## src/rtl/adder_seq_ctrl.sv

```systemverilog
// Nibble-serial wide adder around one adder_4bit; done pulses NIBBLES cycles after the start edge.
// No backpressure: start is ignored while busy, and the result is held until the next accepted start.

module adder_4bit (
    input  logic [3:0] a,
    input  logic [3:0] b,
    input  logic       cin,
    output logic [3:0] s,
    output logic       cout
);
    assign {cout, s} = {1'b0, a} + {1'b0, b} + {4'b0000, cin};
endmodule

module adder_seq_ctrl #(
    parameter int NIBBLES = 4
) (
    input  logic                   clk_50MHz,
    input  logic                   rst,
    input  logic                   start,
    input  logic [4*NIBBLES-1:0]   a,
    input  logic [4*NIBBLES-1:0]   b,
    input  logic                   cin,
    output logic                   busy,
    output logic                   done,
    output logic [4*NIBBLES-1:0]   sum,
    output logic                   cout,
    output logic                   ovf
);
    localparam int W  = 4 * NIBBLES;
    localparam int IW = $clog2(NIBBLES) + 1;
    localparam logic [IW-1:0] LAST = IW'(NIBBLES - 1);

    typedef enum logic {IDLE, RUN} state_t;

    state_t          state_q, state_d;
    logic [W-1:0]    a_q, a_d;
    logic [W-1:0]    b_q, b_d;
    logic [W-1:0]    sum_q, sum_d;
    logic [IW-1:0]   idx_q, idx_d;
    logic            carry_q, carry_d;
    logic            cout_q, cout_d;
    logic            ovf_q, ovf_d;
    logic            done_q, done_d;
    logic            busy_q, busy_d;

    logic [3:0]      nib_a, nib_b, add_s;
    logic            add_cout;

    // Select the active nibble pair; a decoded mux keeps every slice in range.
    always_comb begin
        nib_a = 4'h0;
        nib_b = 4'h0;
        for (int i = 0; i < NIBBLES; i++) begin
            if (idx_q == IW'(i)) begin
                nib_a = a_q[4*i +: 4];
                nib_b = b_q[4*i +: 4];
            end
        end
    end

    adder_4bit u_add (
        .a    (nib_a),
        .b    (nib_b),
        .cin  (carry_q),
        .s    (add_s),
        .cout (add_cout)
    );

    always_comb begin
        state_d = state_q;
        a_d     = a_q;
        b_d     = b_q;
        sum_d   = sum_q;
        idx_d   = idx_q;
        carry_d = carry_q;
        cout_d  = cout_q;
        ovf_d   = ovf_q;
        busy_d  = busy_q;
        done_d  = 1'b0;

        case (state_q)
            IDLE: begin
                if (start) begin
                    a_d     = a;
                    b_d     = b;
                    carry_d = cin;
                    idx_d   = '0;
                    busy_d  = 1'b1;
                    state_d = RUN;
                end
            end
            RUN: begin
                for (int i = 0; i < NIBBLES; i++) begin
                    if (idx_q == IW'(i)) begin
                        sum_d[4*i +: 4] = add_s;
                    end
                end
                carry_d = add_cout;
                idx_d   = idx_q + IW'(1);
                if (idx_q == LAST) begin
                    // add_s[3] is the final sum MSB, written on this same edge.
                    cout_d  = add_cout;
                    ovf_d   = (a_q[W-1] == b_q[W-1]) && (add_s[3] != a_q[W-1]);
                    done_d  = 1'b1;
                    busy_d  = 1'b0;
                    state_d = IDLE;
                end
            end
            default: begin
                state_d = IDLE;
                busy_d  = 1'b0;
            end
        endcase
    end

    always_ff @(posedge clk_50MHz) begin
        if (rst) begin
            state_q <= IDLE;
            a_q     <= '0;
            b_q     <= '0;
            sum_q   <= '0;
            idx_q   <= '0;
            carry_q <= 1'b0;
            cout_q  <= 1'b0;
            ovf_q   <= 1'b0;
            done_q  <= 1'b0;
            busy_q  <= 1'b0;
        end else begin
            state_q <= state_d;
            a_q     <= a_d;
            b_q     <= b_d;
            sum_q   <= sum_d;
            idx_q   <= idx_d;
            carry_q <= carry_d;
            cout_q  <= cout_d;
            ovf_q   <= ovf_d;
            done_q  <= done_d;
            busy_q  <= busy_d;
        end
    end

    assign busy = busy_q;
    assign done = done_q;
    assign sum  = sum_q;
    assign cout = cout_q;
    assign ovf  = ovf_q;

endmodule
```

## config.mk

```make
export PLATFORM = sky130hd
export DESIGN_NAME = adder_seq_ctrl
export DESIGN_NICKNAME = d
export VERILOG_FILES = /design/src/rtl/adder_seq_ctrl.sv
export SDC_FILE = /design/constraint.sdc
export NUM_CORES = 1
export LEC_CHECK = 0
export CAP_MARGIN = 20
export CORE_ASPECT_RATIO = 0.5
export CORE_MARGIN = 1.5
export CORE_UTILIZATION = 45
export DETAILED_ROUTE_END_ITERATION = 6
export GPL_ROUTABILITY_DRIVEN = 0
export GPL_TIMING_DRIVEN = 0
export PLACE_DENSITY = 0.75
export SYNTH_ARGS = -nofsm -noshare
export SYNTH_HDL_FRONTEND = slang
export SYNTH_SLANG_ARGS = --single-unit
```

## constraint.sdc

```tcl
create_clock -name clk_50MHz -period 2.65 [get_ports clk_50MHz]
set_input_delay 0.53 -clock clk_50MHz [delete_from_list [all_inputs] [get_ports clk_50MHz]]
set_output_delay 0.53 -clock clk_50MHz [all_outputs]
set_load 0.02 [all_outputs]
```

==> impl_metrics.toml <==
[route]
ant_nets = 0
wl_um = 6470
drc_errors = 0
drt-wirelength-per-cell_um = 13.9
via_per_inst = 5.14
num_vias = 2399
drt_iter0_markers = 105
first_pass_iters = 5

[global_route]
grt_max_degree = 11
grt_pass1_wl_um = 10400
gr-total-overflow = 0
grt_pass1_vias = 2191
track_usage_pct = 22.7
antenna_found_initial = 0

[critical_path]
worst-setup-path-type = "flop to flop"
critical_path_required_ns = 2.90
crit_path_end_kind = "flop"
reg2reg_depth = 9
path_max_fanout = 10
reg2reg_from = "idx_q[0]"
regToRegSetupSlack_ns = -0.04
arrival_ns = 2.94
worst_r2r_endpoint = "ovf"
critPathLaunchType = "flop"

[die]
placementRows = 18
io_pins = 56
fp.dieW_um = 109
core_area_um2 = 5160
dieArea_um2 = 6070
start_util_pct = 48.8
die_h_um = 55.9

[logic_synthesis]
yosys_warnings = 0
post_synth.cell_area_avg_um2 = 7.86
syn-num-nets = 366
yosysSeqAreaShare_pct = 45.4
syn_area_um2 = 2510
synth_seq_cells = 57
ys_types = 29
synth_cells = 320

[sta]
final_max_slew_viol_count = 0
rsz0062_at_grt = "yes"
max_freq_ghz = 0.372
period_minus_slack_ns = 2.69
setup_viol = 1
hold_viol = 0
tightest_slew_ns = 0.617
slew_headroom_pct = 58.9
finalClockSkew_ns = 0.00692
finalCritPeriodShare_pct = 101
fin_ws_ns = -0.0394

[clock_network]
holdBufCountCts = 0
cts_tree = "yes"
root_buffer = "clkbuf_8"
clk_pin_slew_ns = 0.07
numClockSinks = 57
clock_latency_ns = 0.34
htree_levels = 3
clockBufferDepth = 2
cts_buffers = 9

[cells_and_area]
nFillCells = 426
syn_to_final_growth_pct = 42.7
nets = 438
drive_gt1_share_pct = 14.1
ff_latch_area_um2 = 1150
diodes = 0
multiInputGateArea_um2 = 1370

[placed_design]
portBuffers = 54
place_ws_ns = -0.361
dp_hpwl_um = 4700

[pwr]
vdd_ir_drop_max_mv = 0.265
p_total_mw = 2.13
p_per_area_nw_per_um2 = 593
leakage_nw = 1.33

[hold_path]
worstHoldStart = "sum[2]"
holdPathEnd = "sum[2]"
worst_hold_path_type = "flop to flop"
hold_depth = 2

[outcome]
failed_checks = "negative setup slack"
outcome = "finished, violations left"

[flow_run]
max_cap_viol_count = 0
==> final cells by class <==
class                           count  area share, %
Multi-Input combinational cell    233           38.2
Sequential cell                    57           32.0
Tap cell                           70           2.44
Clock buffer                       12           4.60
Clock inverter                      4           1.39
Buffer                             24           3.91
Inverter                            5          0.732
Timing Repair Buffer               62           16.7
==> registers in the layout (all words and copies together) (netlist names) <==
register,flops
carry_q,1
a_q,16
b_q,16
sum,16
cout,1
state_q,1
ovf,1
busy,1
done,1
idx_q,3
==> how the worst max path moves through the flow <==
stage / cells past startpoint / slack (ns) / end / from
3_5_place_dp: 10 / -0.36 / ovf / idx_q[0]
6_report: 9 / -0.04 / ovf / idx_q[0]
3_3_place_gp: 10 / -0.29 / ovf / idx_q[0]
2_1_floorplan: 13 / -0.003 / ovf / idx_q[1]
4_1_cts: 12 / -0.06 / ovf / idx_q[1]
5_1_grt: 12 / -0.14 / ovf / idx_q[1]
==> repair_timing <==
action,CTS,global route
hold endpoints to repair,0,0
setup endpoints to repair,15,13
cloned,1,0
pin swaps,10,8
gates resized for setup,13,11
setup buffers,6,1
==> layer usage <==
metal	GRT usage [%]	vias to the layer above	routed length [um]
li1	-	1233	-
met1	28.9	1092	2940
met2	36.2	66	3010
met3	6.91	8	451
met4	8.46	0	72
met5	0	-	0
==> where the power goes <==
part           leakage [nW]  total [mW]  switching, mW  internal [mW]
sequential            0.467       0.924         0.0259          0.898
clock                 0.105       0.857          0.348          0.509
combinational         0.758       0.346          0.176          0.170
total                  1.33        2.13          0.550           1.58
==> placed cells by master, fill, tap and decap left out, drive strengths merged <==
cell type and instances:
and3 1, and2 1, o31a 1, clkinv 1, nand2 91, fa 2
clkbuf 32, nand2b 3, a22oi 2, and3b 8, a211oi 4, dfxtp 57
a311oi 4, nor3 2, nand3 8, buf 12, clkinvlp 2, o21ai 9
inv 5, clkdlybuf4s50 54, a21o 3, nand4 3, a22o 8, or3 1
bufinv 1, ha 8, nor2 10, nor2b 3, a21oi 60, xnor2 1
==> cell usage after synthesis (all sizes together) <==
master	instances	share of area (%)
nand2	91	14
a21oi	60	12
dfxtp	57	45
clkbuf	21	3.1
nor2	10	1.5
o21ai	9	1.8
a22o	8	2.8
and3b	8	2.8
ha	8	4.0
nand3	8	1.6
inv	5	0.75
a211oi	4	1.2
a311oi	4	1.6
buf	4	0.70
a21o	3	1.0
nand2b	3	0.75
nand4	3	0.75
nor2b	3	0.75
a22oi	2	0.60
fa	2	1.6
nor3	2	0.40
and2	1	0.25
and3	1	0.25
o31a	1	0.35
or3	1	0.25
xnor2	1	0.35
==> critical path, stage by stage (launching register included) <==
cell and delay, ns:
dfxtp_4 0.37, ha_1 0.25, ha_2 0.23, clkbuf_4 0.19, a22o_1 0.27, fa_2 0.37
and3_4 0.17, or3_4 0.33, a21o_1 0.18, a311oi_2 0.25
==> kinds of logic after synthesis <==
kind of cell               after synthesis  synth area share [%]
adders and majority gates               10                  5.57
AOI/OAI and AO/OA                       91                  21.3
buffers and inverters                   30                  4.58
xor gates and xnor gates                 1                 0.348
and+or+nand+nor                        131                  22.8
DFF                                     57                  45.4
==> per-stage QoR <==
stage	TNS (ns)	cells	hold WS (ns)	instance area [um2]	util [%]
detailed placement	-2.71	444	0.449	3230	62.6
floorplan	-0.00341	320	0.432	2600	-
CTS	-0.135	466	0.458	3540	68.7
finish	-0.0394	467	0.456	3590	69.6
global placement	-1.88	444	0.441	3230	62.6
global route	-0.856	467	0.474	3590	69.6
No activity file was read; power rests on OpenSTA's default activity.
